<file path="src/rtl/seg_scan_if.sv">
// Bundle between the scan driver and its surroundings: frame data in,
// decoder nibble / anode strobes / status out.
interface seg_scan_if #(
    parameter int DIGITS = 4
);
    logic [4*DIGITS-1:0] data_in;
    logic [DIGITS-1:0]   dp_in;
    logic [DIGITS-1:0]   en_in;
    logic [3:0]          hex;
    logic                blank;
    logic                dp_n;
    logic [DIGITS-1:0]   an;
    logic                frame_start;
    logic [1:0]          dbg_state;

    // No handshake: data_in/dp_in/en_in are level inputs sampled only on the
    // frame-start edge; all outputs are plain registered levels.
    modport master (
        output data_in, dp_in, en_in,
        input  hex, blank, dp_n, an, frame_start, dbg_state
    );

    modport slave (
        input  data_in, dp_in, en_in,
        output hex, blank, dp_n, an, frame_start, dbg_state
    );
endinterface

</file>
<file path="src/rtl/seg_scan_driver.sv">
// Time-multiplexed scan controller for a common-anode 7-segment display:
// frame-latched data, dead-time blanking between digits, leading-zero blanking.
module seg_scan_driver #(
    parameter int DIGITS   = 4,
    parameter int TICK_DIV = 100000,
    parameter int DEAD_CYC = 16,
    parameter int LZB      = 1
) (
    input logic       clk,
    input logic       rst_n,
    seg_scan_if.slave bus
);
    localparam int IW = (DIGITS > 1) ? $clog2(DIGITS) : 1;
    localparam int PW = $clog2(TICK_DIV);
    localparam int DW = (DEAD_CYC > 0) ? $clog2(DEAD_CYC + 1) : 1;
    localparam logic [IW-1:0] LAST_IDX  = IW'(DIGITS - 1);
    localparam logic [PW-1:0] LAST_PRE  = PW'(TICK_DIV - 1);
    localparam logic [DW-1:0] DEAD_LOAD = DW'(DEAD_CYC);

    typedef enum logic [1:0] {ST_WAIT, ST_DEAD, ST_DRIVE} state_t;

    state_t              state_q, state_d;
    logic [PW-1:0]       pre_q, pre_d;
    logic [IW-1:0]       idx_q, idx_d;
    logic [DW-1:0]       dead_q, dead_d;
    logic [4*DIGITS-1:0] sdata_q, sdata_d;
    logic [DIGITS-1:0]   sdp_q, sdp_d;
    logic [DIGITS-1:0]   sen_q, sen_d;
    logic [3:0]          hex_q, hex_d;
    logic [DIGITS-1:0]   an_q, an_d;
    logic                blank_q, blank_d;
    logic                dpn_q, dpn_d;
    logic                fs_q, fs_d;
    logic                tick;
    logic                drv_now;

    // A zero digit is hidden only when every enabled digit above it is zero too.
    function automatic logic visible(input logic [IW-1:0] i,
                                     input logic [4*DIGITS-1:0] d,
                                     input logic [DIGITS-1:0] e);
        logic sup;
        sup = (LZB != 0) && (i != '0) && (d[4*int'(i) +: 4] == 4'h0);
        for (int k = 0; k < DIGITS; k++) begin
            if (k > int'(i) && e[k] && d[4*k +: 4] != 4'h0) sup = 1'b0;
        end
        return e[i] && !sup;
    endfunction

    always_comb begin
        tick    = (pre_q == LAST_PRE);
        pre_d   = tick ? '0 : pre_q + 1'b1;
        state_d = state_q;
        idx_d   = idx_q;
        dead_d  = dead_q;
        sdata_d = sdata_q;
        sdp_d   = sdp_q;
        sen_d   = sen_q;
        hex_d   = hex_q;
        an_d    = an_q;
        blank_d = blank_q;
        dpn_d   = dpn_q;
        fs_d    = 1'b0;
        drv_now = 1'b0;

        if (tick) begin
            idx_d = (idx_q == LAST_IDX) ? '0 : idx_q + 1'b1;
            if (idx_d == '0) begin
                sdata_d = bus.data_in;
                sdp_d   = bus.dp_in;
                sen_d   = bus.en_in;
                fs_d    = 1'b1;
            end
            hex_d  = sdata_d[4*int'(idx_d) +: 4];
            dead_d = DEAD_LOAD;
            if (DEAD_CYC > 0) begin
                an_d    = '1;
                blank_d = 1'b1;
                dpn_d   = 1'b1;
                state_d = ST_DEAD;
            end else begin
                drv_now = 1'b1;
            end
        end else if (dead_q != '0) begin
            dead_d  = dead_q - 1'b1;
            drv_now = (dead_d == '0);
        end

        // Drive decisions read the _d copies so a fresh frame load is seen at once.
        if (drv_now) begin
            state_d = ST_DRIVE;
            if (visible(idx_d, sdata_d, sen_d)) begin
                an_d    = ~(DIGITS'(1) << idx_d);
                blank_d = 1'b0;
                dpn_d   = ~sdp_d[idx_d];
            end else begin
                an_d    = '1;
                blank_d = 1'b1;
                dpn_d   = 1'b1;
            end
        end
    end

    always_ff @(posedge clk or negedge rst_n) begin
        if (!rst_n) begin
            state_q <= ST_WAIT;
            pre_q   <= '0;
            idx_q   <= LAST_IDX;
            dead_q  <= '0;
            sdata_q <= '0;
            sdp_q   <= '0;
            sen_q   <= '0;
            hex_q   <= 4'h0;
            an_q    <= '1;
            blank_q <= 1'b1;
            dpn_q   <= 1'b1;
            fs_q    <= 1'b0;
        end else begin
            state_q <= state_d;
            pre_q   <= pre_d;
            idx_q   <= idx_d;
            dead_q  <= dead_d;
            sdata_q <= sdata_d;
            sdp_q   <= sdp_d;
            sen_q   <= sen_d;
            hex_q   <= hex_d;
            an_q    <= an_d;
            blank_q <= blank_d;
            dpn_q   <= dpn_d;
            fs_q    <= fs_d;
        end
    end

    assign bus.hex         = hex_q;
    assign bus.an          = an_q;
    assign bus.blank       = blank_q;
    assign bus.dp_n        = dpn_q;
    assign bus.frame_start = fs_q;
    assign bus.dbg_state   = state_q;
endmodule

</file>
<file path="src/flat_wrapper.sv">
// flat-port wrapper written by rule: the top's interface ports become plain ports
module seg_scan_driver_flat 
#(
    parameter int DIGITS   = 4,
    parameter int TICK_DIV = 100000,
    parameter int DEAD_CYC = 16,
    parameter int LZB      = 1
)
  (clk, rst_n, bus_data_in, bus_dp_in, bus_en_in, bus_hex, bus_blank, bus_dp_n, bus_an, bus_frame_start, bus_dbg_state);
  seg_scan_if #(.DIGITS(DIGITS)) bus_i ();
  input logic clk;
  input logic rst_n;
  input wire logic [$bits(bus_i.data_in)-1:0] bus_data_in;
  input wire logic [$bits(bus_i.dp_in)-1:0] bus_dp_in;
  input wire logic [$bits(bus_i.en_in)-1:0] bus_en_in;
  output wire logic [$bits(bus_i.hex)-1:0] bus_hex;
  output wire logic [$bits(bus_i.blank)-1:0] bus_blank;
  output wire logic [$bits(bus_i.dp_n)-1:0] bus_dp_n;
  output wire logic [$bits(bus_i.an)-1:0] bus_an;
  output wire logic [$bits(bus_i.frame_start)-1:0] bus_frame_start;
  output wire logic [$bits(bus_i.dbg_state)-1:0] bus_dbg_state;
  assign bus_i.data_in = bus_data_in;
  assign bus_i.dp_in = bus_dp_in;
  assign bus_i.en_in = bus_en_in;
  assign bus_hex = bus_i.hex;
  assign bus_blank = bus_i.blank;
  assign bus_dp_n = bus_i.dp_n;
  assign bus_an = bus_i.an;
  assign bus_frame_start = bus_i.frame_start;
  assign bus_dbg_state = bus_i.dbg_state;
  seg_scan_driver #(.DIGITS(DIGITS), .TICK_DIV(TICK_DIV), .DEAD_CYC(DEAD_CYC), .LZB(LZB)) u_core (.clk(clk), .rst_n(rst_n), .bus(bus_i));
endmodule
</file>
<file path="config.mk">
export PLATFORM = sky130hd
export DESIGN_NAME = seg_scan_driver_flat
export DESIGN_NICKNAME = d
export VERILOG_FILES = /design/src/rtl/seg_scan_if.sv /design/src/rtl/seg_scan_driver.sv /design/src/flat_wrapper.sv
export SDC_FILE = /design/constraint.sdc
export NUM_CORES = 1
export LEC_CHECK = 0
export BUFFER_PORTS_ARGS = -buffer_cell sky130_fd_sc_hd__buf_4
export CELL_PAD_IN_SITES_DETAIL_PLACEMENT = 1
export CELL_PAD_IN_SITES_GLOBAL_PLACEMENT = 2
export CORE_ASPECT_RATIO = 1.1
export CORE_MARGIN = 4
export CORE_UTILIZATION = 25
export CTS_BUF_LIST = sky130_fd_sc_hd__clkbuf_8
export DETAILED_ROUTE_END_ITERATION = 7
export PLACE_DENSITY_LB_ADDON = 0.15
export SYNTH_ARGS = -nofsm -noshare
export SYNTH_HDL_FRONTEND = slang
export SYNTH_SLANG_ARGS = --single-unit
</file>
<file path="constraint.sdc">
create_clock -name clk -period 2.9 [get_ports clk]
set_clock_uncertainty 0.15 [all_clocks]
set_input_delay 0.29 -clock clk [delete_from_list [all_inputs] [get_ports clk]]
set_output_delay 0.29 -clock clk [all_outputs]
set_load 0.03 [all_outputs]
</file>
# Yosys cells after proc, flatten, opt, wreduce, memory -nomap -nowiden
# Index checks and enable logic that the tools add are counted.
[word_totals] n_memories=0 regBits=61 inputBits=26 latchBits=0 ram_bits=0 output_inout_bits=13 mem_bits_ro=0
[classes] muxes=34 magnitude_cmp=4 shifts=3 addsub=3 bitwise_logic=2 div_mod_pow=0 n_reduce_logical=19 mul=0 n_eq_ne=2
[ops] op="16-bit two-way mux" count=3
[ops] op="16-bit by 5-bit indexed part select with 4-bit output" count=2
[ops] op="4-bit two-way mux" count=7
[ops] op="17-bit by 1-bit adder with 17-bit output, second input constant" count=1
[ops] op="17-bit == test, second input constant" count=1
[ops] op="17-bit two-way mux" count=1
[ops] op="1-bit two-way mux" count=15
[ops] op="4-bit nonzero test" count=3
[ops] op="5-bit two-way mux" count=2
[ops] op="1-bit logical AND" count=8
[ops] op="2-bit two-way mux" count=4
[ops] op="2-bit nonzero test" count=3
[ops] op="5-bit zero test" count=1
[ops] op="5-bit nonzero test" count=1
[ops] op="5-bit by 1-bit subtractor with 5-bit output, second input constant" count=1
[ops] op="1-bit binary-select mux with 2-bit select" count=2
[ops] op="2-bit > comparator, first input constant" count=2
[ops] op="4-bit zero test" count=1
[ops] op="4-bit NOT" count=1
[ops] op="1-bit by 2-bit << shifter with 4-bit output, first input constant" count=1
[ops] op="2-bit by 3-bit < comparator with 1-bit output, second input constant" count=1
[ops] op="2-bit by 1-bit adder with 2-bit output, second input constant" count=1
[ops] op="2-bit == test, second input constant" count=1
[ops] op="1-bit by 2-bit > comparator with 1-bit output, first input constant" count=1
[ops] op="3 further kinds" count=3

# Longest topological paths before layout
# Gate-level depths: netlist of run 1.
[logic_depth] ltp_word=17 depth_mapped=10

# Worst setup path before layout of run 1
# Ideal clock, no wire load.
[synth_path] kind="reg-to-reg" start="reg u_core.pre_q[0]" end="reg u_core.an_q[1], in the netlist u_core.bus.an[1]" stages_incl_launch_ff=10 slack_ps=732 t_arrival_ps=1930 required_time_ps=2662 setup_ps=88 synth_period_minus_slack_ps=2168 cell_sequence="dfrtp_1 -> ha_1 -> and4_1 -> buf_4 -> and4_1 -> buf_4 -> nand2_4 -> mux2_4 -> o211ai_2 -> a21oi_1"
[synth_via] elab_chain_len=13 word_cells_on_any_way=34 cone_classes="order compare: 3; eq/ne: 1; shift: 2; mux: 12; bitwise: 1; reduce/logical: 15"
[synth_lines] item="start: declaration" line="seg_scan_driver.sv:23" source="logic [PW-1:0] pre_q, pre_d;"
[synth_lines] item="start signal: assignment" line="seg_scan_driver.sv:119" source="pre_q <= pre_d;"
[synth_lines] item="17-bit == test *" line="seg_scan_driver.sv:50" source="tick = (pre_q == LAST_PRE);"
[synth_lines] item="16-bit two-way mux / 2-bit two-way mux (equally long branches)" line="seg_scan_driver.sv:65" source="if (tick) begin"
[synth_lines] item="16-bit by 5-bit indexed part select with 4-bit output / 1-bit by 2-bit > comparator with 1-bit output (equally long branches)" line="seg_scan_driver.sv:42, seg_scan_driver.sv:44"
[synth_lines] item="4-bit zero test / 1-bit logical AND (equally long branches)" line="seg_scan_driver.sv:42, seg_scan_driver.sv:44"
[synth_lines] item="1-bit logical AND (on tied branches)" line="seg_scan_driver.sv:42, seg_scan_driver.sv:44"
[synth_lines] item="1-bit two-way mux (3 in series)" line="seg_scan_driver.sv:44" source="if (k > int'(i) && e[k] && d[4*k +: 4] != 4'h0) sup = 1'b0;"
[synth_lines] item="1-bit two-way mux" line="seg_scan_driver.sv:89" source="if (drv_now) begin"
[synth_lines] item="1-bit zero test" line="seg_scan_driver.sv:46" source="return e[i] && !sup;"
[synth_lines] item="1-bit logical AND" line="seg_scan_driver.sv:46"
[synth_lines] item="4-bit two-way mux" line="seg_scan_driver.sv:91" source="if (visible(idx_d, sdata_d, sen_d)) begin"
[synth_lines] item="4-bit two-way mux" line="seg_scan_driver.sv:89"
[synth_lines] item="end signal: assignment" line="seg_scan_driver.sv:126" source="an_q <= an_d;"
[synth_lines] item="end: declaration" line="seg_scan_driver.sv:30" source="logic [DIGITS-1:0] an_q, an_d;"
# Mark *: on every way between the ends. The rest lies on a longest branch, timed or not. The select of a mux whose other input is x is not followed.
# A chain may end at the register's enable or synchronous reset.

# Worst setup path in the final report of run 1
# Ends and elaborated chain as after synthesis.

==> flow_metrics.tcl, run 1 <==
set metrics [dict create \
    status "finished clean" \
    vias 2192 \
    regArea_mm2 0.00154 \
    synth-edff-count 0 \
    grt_pass1_wl_um 13100 \
    io_buffers 38 \
    fin_nets 333 \
    max_slew_margin_pct 45.1 \
    die_x_um 113 \
    ys.flop_type "dfrtp_1" \
    period_minus_slack_ns 2.43 \
    htree_levels 3 \
    drive_above_1_share_pct 35.4 \
    gp_congestion 0.723 \
    antenna_found_initial 0 \
    synth_top_cell_area_share_pct 43.4 \
    viasPerCell 4.74 \
    grt_overflow 0 \
    setup-tns-final_ns 0 \
    avgSynthCellArea_um2 11.7 \
    ios 39 \
    fin_crit_sh_pct 83.8 \
    dpl.hpwl_um 5520 \
    arrival_ns 2.55 \
    cts_setup_buffers 0 \
    yosys-top-cells-area "dfrtp_1, mux2_2, dfstp_2, mux4_2, xnor2_1" \
    p_per_area_mw_per_mm2 440 \
    hold_viol_final 0 \
    synth_top_area_cell "dfrtp_1" \
    synthesis.area_mm2 0.00306 \
    synth-seq-cells 61 \
    worstSetupPathType "flip-flop to flip-flop" \
    ant_nets 0 \
    yosysSeqAreaShare_pct 50.3 \
    finalPower_mw 1.62 \
    max-cap-violations 0 \
    cp_data_required_time_ns 3.02 \
    place_worst_setup_slack_ns 0.449 \
    track_usage_pct 12.2 \
    ctsRootBufferMaster "clkbuf_8" \
    hold_buffers 1 \
    cts_sinks 61 \
    dr.pass1.iters 4 \
    setup_viol 0 \
    core-area_mm2 0.0120 \
    fmax_mhz 412 \
    rows 42 \
    die_h_um 124 \
    multi_input_area_mm2 0.00143 \
    tritoncts "built" \
    syn2layout_area_growth_pct 20.1 \
    critPathMaxFanout 14 \
    synthesis.nets 292 \
    post_cts_resized 0 \
    grt_pass1_vias 2402 \
    synthCells 262 \
    clkTransAtPathRegs_ns 0.07 \
    ir_worst_vdd_mv 0.140 \
    wl_per_cell_um 17.1 \
    hp-class "input port to flip-flop" \
    clk_latency_ns 0.34 \
    clk_path_buf_depth 2 \
    synthArstFlopShare_pct 100 \
    slew_violations 0 \
    p_leak_nw 1.62 \
    end_kind "flip-flop" \
    fillCellCount 1353 \
    rsz0062_at_grt "false" \
    worst_slack_ns 0.470 \
    antenna_cells 0 \
    routed_wl_um 7890 \
    ys_types 42 \
    tightest_slew_ns 0.823 \
    grt_max_degree 62 \
    drt_drc_violations_left 0 \
    die_area_mm2 0.0141 \
    startpoint_type "flip-flop" \
    first_iter_violations 71 \
    ys_warn_count 0 \
    cts_made_buffers 9 \
    start_util_pct 25.5 \
]
[state kept, by name, summed over array words and instances, names as in the netlist]
name	cells
u_core.sdata_q	16
u_core.pre_q	17
u_core.sen_q	4
u_core.bus.hex	4
u_core.bus.frame_start	1
u_core.dead_q	5
u_core.idx_q	2
u_core.bus.blank	1
u_core.bus.dbg_state	2
u_core.sdp_q	4
u_core.bus.dp_n	1
u_core.bus.an	4
[where the power goes]
part | switching [mW] | internal [mW] | leakage [nW]
logic | 0.0389 | 0.0476 | 0.764
registers | 0.0127 | 0.869 | 0.754
clock network | 0.330 | 0.318 | 0.101
[cell usage in the layout, fill, tap and decap left out, drive strengths merged, types with 7 or more instances in the layout]
| master | Yosys | layout |
|---|---|---|
| xnor2 | 10 | 10 |
| mux2 | 39 | 39 |
| nor2 | 21 | 21 |
| dfrtp | 53 | 53 |
| clkbuf | 4 | 10 |
| nand2 | 16 | 16 |
| dfstp | 8 | 8 |
| xor2 | 7 | 7 |
| buf | 10 | 43 |
| nand3 | 10 | 10 |
| inv | 4 | 8 |
| nor3 | 9 | 9 |
| a21oi | 11 | 11 |
| nor4 | 7 | 7 |
[final timing paths]
kind	depth (start not counted)	start	end	slack (ns)
worst max-delay path	8	u_core.pre_q[0]$_DFF_PN0_	u_core.bus.an[1]$_DFFE_PN1P_	0.47
worst min-delay path	2	bus_en_in[0]	u_core.sen_q[0]$_DFF_PN0_	0.03
worst max register to register	8	u_core.pre_q[0]$_DFF_PN0_	u_core.bus.an[1]$_DFFE_PN1P_	0.47
worst min register to register	1	u_core.pre_q[0]$_DFF_PN0_	u_core.pre_q[0]$_DFF_PN0_	0.34
max in group asynchronous	2	rst_n	u_core.dead_q[2]$_DFFE_PN0P_	1.62
min in group asynchronous	2	rst_n	u_core.sen_q[0]$_DFF_PN0_	0.44
[cell families after synthesis]
group / count (synthesis) / share of synthesized area, %
compound gates: 24 / 4.83
xor+xnor: 17 / 4.87
flops: 61 / 50.3
mux: 46 / 18.8
buf+inv: 18 / 2.95
fa+ha+maj: 4 / 1.64
simple gates: 92 / 16.6
[cell usage after synthesis (all sizes together) (5+ instances only)]
cell type / n
nor4: 7
mux4: 5
nor3: 9
o21ai: 5
nand3: 10
buf: 10
nor2: 21
mux2: 39
xnor2: 10
xor2: 7
dfstp: 8
dfrtp: 53
a21oi: 11
nand2: 16
[critical path, cell delays in order (launching register included)]
cell and delay (ns):
dfrtp_1 0.39, ha_1 0.22, and4_1 0.36, and4_1 0.38, buf_4 0.25, a211oi_1 0.07
a21oi_1 0.17, o211ai_2 0.18, a21oi_1 0.18
[cell type report]
| cell class | count | area share [%] |
|---|---|---|
| flip-flops and latches | 61 | 41.9 |
| multi-input cells | 183 | 38.9 |
| repair buffers | 44 | 9.07 |
| well taps | 154 | 5.25 |
| clock buffers | 10 | 3.75 |
| clock inverters | 6 | 0.682 |
| inverters | 4 | 0.409 |
[metal layers]
layer  vias to the layer above  wire, um  global-route usage (%)  part of all wire (%)
met5                         -         0                       0                     0
met4                         0        90                    4.96                   1.1
met3                         8       251                    3.06                   3.2
met2                        27      3860                    19.7                    49
met1                      1130      3690                    15.6                    47
li1                       1027         -                       -                     -
[per-stage QoR]
step	instance area (um^2)	utilization, %	hold WS (ns)	instances
3_5_place_dp	3500	29.2	0.304	445
3_3_place_gp	3500	29.2	0.301	445
6_report	3670	30.6	0.0269	462
4_1_cts	3670	30.6	0.0101	462
5_1_grt	3670	30.6	0.0162	462
2_1_floorplan	3060	-	-0.156	262
Note: power is estimated with default switching activity, not from simulation.
==> run 2, diff against run 1 <==
==> constraint.sdc (replaced) <==
create_clock -name clk -period 2.3 [get_ports clk]
set_clock_uncertainty 0.15 [all_clocks]
set_input_delay 0.23 -clock clk [delete_from_list [all_inputs] [get_ports clk]]
set_output_delay 0.23 -clock clk [all_outputs]
set_load 0.03 [all_outputs]
==> flow_metrics.tcl, run 2 (synthesis results as in run 1) <==
set metrics [dict create \
    htree_levels 3 \
    arrival_ns 2.27 \
    fmax_mhz 464 \
    top_regs "u_core.pre_q: 17 flops, u_core.sdata_q: 16 flops, u_core.dead_q: 5 flops" \
    rsz0062_at_grt "true" \
    ios 39 \
    place_worst_setup_slack_ns -0.0140 \
    use_met3_pct 2.04 \
    grt_pass1_vias 2506 \
    grt_max_degree 62 \
    hold_viol_final 0 \
    critPathMaxFanout 8 \
    die_h_um 124 \
    ctsRootBufferMaster "clkbuf_8" \
    hp-class "flip-flop to flip-flop" \
    final_common_cell "buf_4" \
    dpl.hpwl_um 5530 \
    tritoncts "built" \
    critPathSlowestCell "dfrtp_1" \
    status "finished clean" \
    setup_viol 0 \
    dr.pass1.iters 4 \
    cp_slowest_stage_delay_ns 0.42 \
    core-area_mm2 0.0120 \
    clk_latency_ns 0.34 \
    worst_slack_ns 0.145 \
    drive_above_1_share_pct 37.2 \
    routed_wl_um 8260 \
    regArea_mm2 0.00154 \
    globalRouteMet1Util_pct 15.4 \
    cp_cell_sequence "nor4bb_4 > and4_4 > buf_4 > mux2_2 > nor4b_2 > a21oi_1" \
    regMostFlops "u_core.pre_q" \
    fin_nets 369 \
    die_x_um 113 \
    clkTransAtPathRegs_ns 0.07 \
    hold_ws_ns 0.342 \
    viasPerCell 4.62 \
    first_iter_violations 57 \
    p_per_area_mw_per_mm2 504 \
    startpoint_type "flip-flop" \
    worstSetupPathType "flip-flop to flip-flop" \
    grt_pass1_wl_um 13200 \
    drt_drc_violations_left 0 \
    fillCellCount 1334 \
    tightest_slew_ns 0.831 \
    cp_data_required_time_ns 2.42 \
    slew_violations 0 \
    ant_nets 0 \
    max-cap-violations 0 \
    grt_overflow 0 \
    antenna_cells 0 \
    cts_made_buffers 9 \
    antenna_found_initial 0 \
    period_minus_slack_ns 2.16 \
    wl_per_cell_um 16.6 \
    postLayoutCoreUtil_pct 33.8 \
    largest_reg_flops 17 \
    top_usage_layer "met2" \
    max_slew_margin_pct 44.6 \
    die_area_mm2 0.0141 \
    ir_worst_vdd_mv 0.169 \
    fin_crit_sh_pct 93.7 \
    cts_sinks 61 \
    io_buffers 38 \
    p_leak_nw 1.78 \
    final_cell_mix "buf_4, dfrtp_1, mux2_2" \
    gp_congestion 0.691 \
    met2_usage_pct 20.7 \
    multi_input_area_mm2 0.00148 \
    vias 2299 \
    end_kind "flip-flop" \
    track_usage_pct 12.4 \
    placed_area_mm2 0.00356 \
    final_area_mm2 0.00404 \
    start_util_pct 25.5 \
    syn2layout_area_growth_pct 32.4 \
    rows 42 \
    clk_path_buf_depth 2 \
]
==> run 2: changes by cell type in the layout (fill, tap and decap cells not counted), moves of 2 or more <==
cell / previous run / this run
nor4_2: 0 / 3
nor4_1: 7 / 4
nor4b_1: 3 / 1
buf_4: 43 / 55
nor4b_2: 0 / 2
dlygate4sd3_1: 1 / 25
==> run 2: metrics by stage <==
stage | total power, mW | cells | setup TNS (ns)
after floorplan | 1.16 | 262 | 0
after global placement | 1.24 | 454 | 0
after detailed placement | 1.24 | 454 | -0.0320
after CTS | 2.09 | 495 | 0
after global routing | 2.16 | 498 | 0
final | 2.04 | 498 | 0
==> run 2: metal layers <==
metal  wire (um)  share of wire [%]
met1        3750                 45
met2        4130                 50
met4         192                2.3
met5           0                  0
met3         198                2.4
==> run 2: cell type report <==
type / instances / share of cell area, %
Sequential cell: 61 / 38.0
Multi-Input combinational cell: 183 / 36.7
Timing Repair Buffer: 80 / 16.4
Tap cell: 154 / 4.76
Clock buffer: 9 / 3.06
Clock inverter: 7 / 0.712
Inverter: 4 / 0.371
==> run 2: final timing paths <==
path	start	end	slack, ns	cells past startpoint
worst min-delay path	u_core.bus.dbg_state[0]$_DFFE_PN0P_	u_core.bus.dbg_state[0]$_DFFE_PN0P_	0.34	2
max in group asynchronous	rst_n	u_core.pre_q[1]$_DFF_PN0_	1.07	2
min in group asynchronous	rst_n	u_core.sen_q[1]$_DFF_PN0_	0.39	2
worst min register to register	u_core.bus.dbg_state[0]$_DFFE_PN0P_	u_core.bus.dbg_state[0]$_DFFE_PN0P_	0.34	2
worst max register to register	u_core.pre_q[15]$_DFF_PN0_	u_core.bus.an[2]$_DFFE_PN1P_	0.14	6
worst max-delay path	u_core.pre_q[15]$_DFF_PN0_	u_core.bus.an[2]$_DFFE_PN1P_	0.14	6
==> run 2: where the power goes <==
group	total [mW]	leakage [nW]	switching, mW	internal, mW
Combinational	0.143	0.928	0.0560	0.0867
Sequential	1.11	0.754	0.0163	1.10
Clock	0.782	0.0992	0.415	0.368
Total	2.04	1.78	0.487	1.55
==> run 2: what timing repair did <==
item,in CTS,in global routing
resized for setup,1,9
buffers inserted,0,3
setup endpoints to repair,1,6
hold buffers,25,0
endpoints found under the hold margin,77,0
pin swaps,0,1
==> run 2: worst max-delay path: cells and delay by family, from the launching register on <==
family / cells / cell delay (ns)
and+or+nand+nor: 3 / 0.82
DFF: 1 / 0.42
muxes: 1 / 0.36
buffers and inverters: 1 / 0.18
AOI/OAI and AO/OA: 1 / 0.15
==> run 3, diff against run 2 <==
==> constraint.sdc (replaced) <==
create_clock -name clk -period 2.5 [get_ports clk]
set_clock_uncertainty 0.15 [all_clocks]
set_input_delay 0.25 -clock clk [delete_from_list [all_inputs] [get_ports clk]]
set_output_delay 0.25 -clock clk [all_outputs]
set_load 0.03 [all_outputs]
==> flow_metrics.tcl, run 3 (synthesis results as in run 1) <==
set metrics [dict create \
    slew_violations 0 \
    die_x_um 113 \
    top_layer_used "met4" \
    startpoint_type "flip-flop" \
    ir_worst_vdd_mv 0.239 \
    drt-met1-wl_um 3630 \
    final_area_mm2 0.00400 \
    cp-startpoint "u_core.pre_q[0]$_DFF_PN0_" \
    grt_pass1_wl_um 13000 \
    grt_pass1_vias 2452 \
    dr.pass1.iters 4 \
    post_cts_resized 0 \
    tightest_slew_ns 0.797 \
    fin_crit_sh_pct 92.5 \
    gp_congestion 0.748 \
    setup-tns-final_ns 0 \
    regMostFlops "u_core.pre_q" \
    syn2layout_area_growth_pct 31.0 \
    wl_per_cell_um 16.0 \
    min_from "bus_data_in[8]" \
    worstSetupPathType "flip-flop to flip-flop" \
    die_h_um 124 \
    antenna_cells 0 \
    ctsRootBufferMaster "clkbuf_8" \
    fmax_mhz 433 \
    first_iter_violations 49 \
    htree_levels 3 \
    drive_above_1_share_pct 35.6 \
    clkTransAtPathRegs_ns 0.07 \
    final_common_cell "dfrtp_1" \
    ant_nets 0 \
    hold_viol_final 0 \
    postLayoutCoreUtil_pct 33.4 \
    placed_area_mm2 0.00356 \
    vias 2273 \
    track_usage_pct 12.1 \
    max_slew_margin_pct 46.9 \
    critPathMaxFanout 9 \
    end_kind "flip-flop" \
    start_util_pct 25.5 \
    antenna_found_initial 0 \
    dr_wl_met3_um 255 \
    cts_made_buffers 9 \
    fillCellCount 1332 \
    cp_data_required_time_ns 2.62 \
    status "finished clean" \
    clk_path_buf_depth 2 \
    core-area_mm2 0.0120 \
    die_area_mm2 0.0141 \
    hp-class "input port to flip-flop" \
    ios 39 \
    cts_sinks 61 \
    period_minus_slack_ns 2.31 \
    route.met2.wl_um 3830 \
    largest_reg_flops 17 \
    grt_overflow 0 \
    rows 42 \
    viasPerCell 4.63 \
    final_cell_mix "dfrtp_1, buf_4, mux2_2" \
    rsz0062_at_grt "false" \
    setup_viol 0 \
    dpl.hpwl_um 5490 \
    grt_max_degree 62 \
    top_regs "u_core.pre_q: 17 flops, u_core.sdata_q: 16 flops, u_core.dead_q: 5 flops" \
    routed_wl_um 7870 \
    max-cap-violations 0 \
    io_buffers 38 \
    p_leak_nw 1.77 \
    p_per_area_mw_per_mm2 539 \
    clk_latency_ns 0.35 \
    fin_nets 362 \
    tritoncts "built" \
    arrival_ns 2.43 \
    drt_drc_violations_left 0 \
    reg2reg_from "u_core.pre_q[0]$_DFF_PN0_" \
]
run 3: power by group:
part           leakage [nW]  switching, mW  internal (mW)
Combinational         0.893         0.0487         0.0764
Sequential            0.754         0.0145           1.01
Clock                 0.121          0.403          0.609
run 3: stage by stage:
stage          total power, mW  std cells  hold slack (ns)  setup WS, ns
2_1_floorplan             1.07        262           -0.196         0.332
3_3_place_gp              1.14        453            0.260         0.171
3_5_place_dp              1.14        453            0.263         0.137
4_1_cts                   2.20        491         0.000806         0.130
5_1_grt                   2.26        491           0.0161        0.0115
6_report                  2.16        491           0.0186         0.189
run 3: cell type report:
type	instances	area [um^2]	area share, %
inverter	4	15.0	0.375
clock buffer	11	151	3.78
timing repair buffer	73	603	15.1
tap	154	193	4.82
clock inverter	5	73.8	1.84
sequential	61	1540	38.4
multi-input combinational	183	1430	35.7
run 3: worst paths after layout:
check                      depth (start not counted)                             endpoint  slack, ns
max                                                7         u_core.bus.an[2]$_DFFE_PN1P_       0.19
min                                                2          u_core.sdata_q[8]$_DFF_PN0_       0.02
max reg2reg                                        7         u_core.bus.an[2]$_DFFE_PN1P_       0.19
min reg2reg                                        2  u_core.bus.dbg_state[0]$_DFFE_PN0P_       0.34
max in group asynchronous                          2          u_core.sdata_q[7]$_DFF_PN0_       1.29
min in group asynchronous                          2  u_core.bus.dbg_state[0]$_DFFE_PN0P_       0.40
run 3: timing repair:
action,in CTS,in global routing
hold buffers,22,0
setup buffers,0,0
hold endpoints to repair,74,0
run 3: metal layers:
metal / global-route usage, % / up-vias
li1: - / 1085
met4: 5.41 / 0
met2: 20.1 / 33
met1: 15.3 / 1142
met3: 2.43 / 13
met5: 0 / -
run 3: critical path: stages (launching register included):
cell and delay [ns]:
dfrtp_1 0.39, ha_1 0.21, and4_1 0.25, and4_1 0.35, buf_4 0.23, mux2_2 0.35, nor4b_1 0.14, a21oi_1 0.15
